===== config.mk =====
export PLATFORM = sky130hd
export DESIGN_NAME = bcd_conv_arbiter
export DESIGN_NICKNAME = d
export VERILOG_FILES = /design/src/rtl/bcd_conv_arbiter.sv
export SDC_FILE = /design/constraint.sdc
export NUM_CORES = 1
export LEC_CHECK = 0
export CAP_MARGIN = 5
export CELL_PAD_IN_SITES_DETAIL_PLACEMENT = 1
export CELL_PAD_IN_SITES_GLOBAL_PLACEMENT = 1
export CORE_MARGIN = 2
export CORE_UTILIZATION = 35
export CTS_CLUSTER_SIZE = 28
export DETAILED_ROUTE_END_ITERATION = 7
export GPL_TIMING_DRIVEN = 0
export PLACE_DENSITY_LB_ADDON = 0.1
export SLEW_MARGIN = 25
export SYNTH_ARGS = -nofsm -noshare
export SYNTH_HDL_FRONTEND = slang
export SYNTH_SLANG_ARGS = --single-unit

===== constraint.sdc =====
create_clock -name clk -period 2.1 [get_ports clk]
set_input_delay 0.63 -clock clk [delete_from_list [all_inputs] [get_ports clk]]
set_output_delay 0.63 -clock clk [all_outputs]
set_load 0.05 [all_outputs]

===== src/rtl/bcd_conv_arbiter.sv =====
// ---------------------------------------------------------------------------
// bcd_conv_arbiter
//
// One sequential double-dabble binary-to-BCD engine shared between several
// requesters (e.g. hours/minutes/seconds/alarm counters). A round-robin
// arbiter grants one requester at a time, the engine converts one bit per
// cycle, and the result is latched into that requester's BCD slot, which the
// display logic reads continuously.
//
// Ports:
//   clk       in   single clock, rising edge
//   rst       in   synchronous active-high reset
//   req       in   [requesters]            level request, held until done[k]
//   bin_flat  in   [requesters*width]      slot k = bin_flat[k*width +: width]
//   bcd_flat  out  [requesters*bcd_width]  registered BCD results per slot
//   done      out  [requesters]            one-cycle pulse when slot k updates
//   busy      out  1                       conversion in progress
//   grant_id  out  [idw]                   current / most recent grant
// ---------------------------------------------------------------------------
module bcd_conv_arbiter #(
  parameter  int width      = 6,
  parameter  int digits     = 2,
  parameter  int requesters = 4,
  localparam int bcd_width  = digits * 4,
  localparam int idw        = (requesters > 1) ? $clog2(requesters) : 1
) (
  input  logic                            clk,
  input  logic                            rst,
  input  logic [requesters-1:0]           req,
  input  logic [requesters*width-1:0]     bin_flat,
  output logic [requesters*bcd_width-1:0] bcd_flat,
  output logic [requesters-1:0]           done,
  output logic                            busy,
  output logic [idw-1:0]                  grant_id
);

  localparam int cw = $clog2(width + 1);

  // Largest binary input must fit in the BCD digits; the hardware simply
  // drops the upper digits if it does not.
  localparam longint max_bin = (longint'(1) << width) - 1;
  localparam longint max_bcd = (longint'(10) ** digits) - 1;

  generate
    if (max_bin > max_bcd) begin : g_range_check
      $error("bcd_conv_arbiter: 2**width-1 exceeds 10**digits-1, upper digits truncated");
    end
  endgenerate

  typedef enum logic [1:0] {
    S_IDLE,
    S_SHIFT,
    S_DONE
  } state_t;

  state_t               r_state;
  state_t               w_next;
  logic [idw-1:0]       r_last;
  logic [idw-1:0]       w_gnt_idx;
  logic [idw-1:0]       w_cand;
  logic                 w_gnt_valid;
  logic [width-1:0]     w_bin_sel;
  logic [width-1:0]     r_sh;
  logic [bcd_width-1:0] r_acc;
  logic [bcd_width-1:0] w_corr;
  logic [cw-1:0]        r_cnt;
  logic                 w_last_step;

  // Round-robin pick: scan starting one past the last served index, wrapping.
  // NOTE: every variable written in always_comb gets a default first, so no
  // path leaves it unassigned and no latch is inferred.
  always_comb begin
    w_gnt_valid = 1'b0;
    w_gnt_idx   = '0;
    w_cand      = '0;
    for (int i = 0; i < requesters; i++) begin
      w_cand = idw'((int'(r_last) + 1 + i) % requesters);
      if (!w_gnt_valid && req[w_cand]) begin
        w_gnt_valid = 1'b1;
        w_gnt_idx   = w_cand;
      end
    end
  end

  // Binary operand of the winning requester.
  always_comb begin
    w_bin_sel = '0;
    for (int k = 0; k < requesters; k++) begin
      if (idw'(k) == w_gnt_idx) begin
        w_bin_sel = bin_flat[k*width +: width];
      end
    end
  end

  // Double-dabble correction: every digit >= 5 gets +3 before the shift.
  always_comb begin
    w_corr = r_acc;
    for (int d = 0; d < digits; d++) begin
      if (r_acc[d*4 +: 4] >= 4'd5) begin
        w_corr[d*4 +: 4] = r_acc[d*4 +: 4] + 4'd3;
      end
    end
  end

  assign w_last_step = (r_cnt == cw'(width - 1));

  // Next-state logic.
  always_comb begin
    w_next = r_state;
    case (r_state)
      S_IDLE:  if (w_gnt_valid) w_next = S_SHIFT;
      S_SHIFT: if (w_last_step) w_next = S_DONE;
      S_DONE:  w_next = S_IDLE;
      default: w_next = S_IDLE;
    endcase
  end

  // NOTE: sequential state uses non-blocking assignments only, so every
  // register samples the pre-edge values regardless of statement order.
  always_ff @(posedge clk) begin
    if (rst) begin
      r_state <= S_IDLE;
    end else begin
      r_state <= w_next;
    end
  end

  // NOTE: the shift/accumulate datapath is deliberately not reset: it is
  // fully loaded on every grant edge before anything consumes it.
  always_ff @(posedge clk) begin
    case (r_state)
      S_IDLE: begin
        if (w_gnt_valid) begin
          r_sh  <= w_bin_sel;
          r_acc <= '0;
          r_cnt <= '0;
        end
      end
      S_SHIFT: begin
        r_acc <= {w_corr[bcd_width-2:0], r_sh[width-1]};
        r_sh  <= r_sh << 1;
        r_cnt <= r_cnt + cw'(1);
      end
      default: ;
    endcase
  end

  // Grant bookkeeping and result slots. Reset abandons any in-flight
  // conversion: no slot write, no done pulse.
  always_ff @(posedge clk) begin
    if (rst) begin
      r_last   <= idw'(requesters - 1);
      bcd_flat <= '0;
      done     <= '0;
      busy     <= 1'b0;
      grant_id <= '0;
    end else begin
      done <= '0;
      case (r_state)
        S_IDLE: begin
          if (w_gnt_valid) begin
            grant_id <= w_gnt_idx;
            busy     <= 1'b1;
          end
        end
        S_DONE: begin
          for (int k = 0; k < requesters; k++) begin
            if (idw'(k) == grant_id) begin
              bcd_flat[k*bcd_width +: bcd_width] <= r_acc;
              done[k]                            <= 1'b1;
            end
          end
          r_last <= grant_id;
          busy   <= 1'b0;
        end
        default: ;
      endcase
    end
  end

endmodule


==> qor.csv <==
metric,value,unit
WL/cell,15.3,um
Register Area,1370,sq um
"reg-to-reg slack, setup",220,ps
Post-Syn Area,2660,sq um
via/cell ratio,4.90,
crit path kind,in -> reg,
CTS Sinks,60,
Clock Latency Late Sink,330,ps
Non-Filler Instances,498,
largest net degree at the start of global routing,18,
root buffer cell,clkbuf_8,
hold path endpoint,bcd_flat[3]$_SDFFE_PP0P_,
VDD IR max,0.392,mV
Power Total,2.92,mW
"worst slack, placed",-582,ps
NumNets Final,430,
worst hold stages,2,
Area Overhead vs Synth,39.4,%
H-tree depth,3,
Power Dens Cells,787,nW/um^2
RSZ-0062 raised after global routing,false,
CORE AREA,7290,sq um
Synth Area per Inst,8.47,sq um
Final Max Tran Viols,0,
RD Place Congestion,0.778,
yosys warns,0,
DP Cell Count,480,
Leak,1.63,nW
PortBufs,67,
multi-input logic area,1230,sq um
Num CTS Buffers,9,
drt drc,0,
Hold Startpoint,bcd_flat[3]$_SDFFE_PP0P_,
"Hold Vio Cnt, Final",0,
Worst Skew,6.88,ps
Row Count,31,
RR Endpoint,r_acc[2]$_SDFFCE_PN0P_,
starting utilization of the core area,0.365,
Slew HR,0.465,
via count,2440,
fillers,911,
worst setup margin,121,ps
TritonRoute pass-1 iters,6,
TritonCTS clock tree,yes,
vias in the first global route,2469,
Critical Path AT,2050,ps
min Tclk post-route,1980,ps
buffer depth of the longest clock path,2,
GRT Resource Usage Total,0.192,
n_diodes,0,
HPWL Detailed,5410,um
Yosys reg bits,60,
Hold Crit Class,reg -> reg,
Worst-Margin Slew,796,ps
Final setup viols,0,
fmax,505,MHz
first-pass GRT wire length,12500,um
Routed Wire Length,7600,um
final core utilization,0.509,
Synth Instances,314,
clock slew at reported path FFs,70,ps
total global routing overflow,0,
post-synthesis sequential area ratio,0.516,
Die Area,8310,sq um
status,finished clean,
endpoint type of the worst setup path,register,
die height,91.2,um
Die X,91.2,um
worst r2r src,r_acc[1]$_SDFFCE_PN0P_,
layout cell share with drive strength beyond 1,0.0902,
worst-path maximum fanout,9,
worst endpoint required time,2170,ps
path depth of the worst reg2reg path,7,
Yosys cell types,31,
Antenna Nets Post-Route,0,
Max Cap Viol,0,
initial DRC count,85,
Worst setup SP type,primary input,
initial antenna violation count,0,
syn_nets,350,
"Hold-fix buffers, CTS",0,
num ports,69,
share of the clock period used by the worst path,0.943,
==> placed cells by master, fill, tap and decap left out, drive strengths merged <==
master / synthesis / final
nand2: 89 / 89
dfxtp: 43 / 43
a21oi: 42 / 42
dlygate4sd2: 0 / 37
clkbuf: 16 / 26
clkdlybuf4s50: 0 / 25
nor2: 25 / 25
edfxtp: 17 / 17
nor3: 13 / 13
mux2i: 12 / 12
inv: 9 / 10
buf: 4 / 7
ha: 6 / 6
dlymetal6s2s: 0 / 5
nand2b: 5 / 5
a211oi: 5 / 5
o211ai: 4 / 4
and2: 3 / 3
xnor2: 3 / 3
nor2b: 3 / 3
clkinv: 0 / 3
o21ai: 3 / 3
a211o: 2 / 2
o22ai: 2 / 2
a21o: 1 / 1
a31o: 1 / 1
o21a: 1 / 1
or3: 1 / 1
and3: 1 / 1
nand3: 1 / 1
o21bai: 1 / 1
xor2: 1 / 1
clkinvlp: 0 / 1
==> critical path: stages <==
cell and delay [ps]:
clkdlybuf4s50_1 490, nor2_1 90, o22ai_2 260, buf_6 180, nor3_1 60, mux2i_1 200
o211ai_1 130
==> synth_stat cells (all sizes together) <==
cell     n  area, sq um
o21ai    3         15.0
a31o     1         8.76
clkbuf  16         60.1
xor2     1         8.76
nor3    13         65.1
nand2b   5         31.3
and3     1         6.26
nor2b    3         18.8
nand3    1         5.00
nor2    25         93.8
and2     3         18.8
a21oi   42          210
o21a     1         7.51
a211oi   5         37.5
dfxtp   43          861
a21o     1         7.51
o22ai    2         12.5
o21bai   1         7.51
edfxtp  17          510
ha       6         75.1
xnor2    3         26.3
o211ai   4         30.0
mux2i   12          120
nand2   89          334
buf      4         31.3
or3      1         6.26
a211o    2         17.5
inv      9         33.8
==> registers in the layout (all words and copies together) (netlist names) <==
name and count:
busy 1, r_acc 8, bcd_flat 32, r_state 2, r_cnt 3, done 4
r_sh 6, grant_id 2, r_last 2
==> metal layers <==
layer,wire length [um],GRT usage,up-vias
met5,0,0,-
met4,102,0.0657,0
met3,209,0.0398,11
met2,3640,0.312,41
met1,3640,0.255,1181
li1,-,-,1207
==> cell type report <==
class,count,area share
clock inverters,5,0.00877
plain buffers,20,0.0273
flip-flops and latches,60,0.370
clock buffers,11,0.0439
multi-input cells,225,0.333
inverters,9,0.00911
well taps,99,0.0334
repair buffers,69,0.175
==> how the worst max path moves through the flow <==
stage | to | from | slack [ps] | cells past startpoint
2_1_floorplan | r_acc[0]$_SDFFCE_PN0P_ | r_state[1]$_SDFFE_PP0P_ | 280 | 4
3_3_place_gp | r_sh[1]$_DFFE_PP_ | req[3] | -560 | 4
3_5_place_dp | r_sh[1]$_DFFE_PP_ | req[3] | -580 | 4
4_1_cts | done[2] | done[2]$_SDFF_PP0_ | 3 | 1
5_1_grt | r_sh[4]$_DFFE_PP_ | req[0] | 1 | 7
6_report | r_sh[2]$_DFFE_PP_ | req[0] | 120 | 7
==> cells by family (layout without fill, tap and decap cells) <==
group	after synthesis	after routing	synth area share
simple gates	141	141	0.218
compound gates	62	62	0.133
flops	60	60	0.516
buf+inv	29	114	0.0470
mux	12	12	0.0452
fa+ha+maj	6	6	0.0282
xor+xnor	4	4	0.0132
==> per-stage QoR <==
step	hold WS (ps)	cell area (sq um)	TNS (ps)
after CTS	456	3660	0
after detailed placement	448	3450	-12690
after floorplan	497	2660	0
after global routing	475	3710	0
final	454	3710	0
after global placement	444	3450	-12180
==> power by group <==
group	total (mW)	internal [mW]	switching, mW
logic	0.506	0.209	0.297
registers	1.42	1.31	0.108
clock network	0.999	0.530	0.468
total	2.92	2.05	0.874
==> timing repair <==
item,4_1_cts,5_1_grt
setup endpoints to repair,58,25
buffers inserted,0,1
gates resized for setup,51,12
gates cloned,0,1
pin swaps,2,2
(Power assumes the default switching activity.)
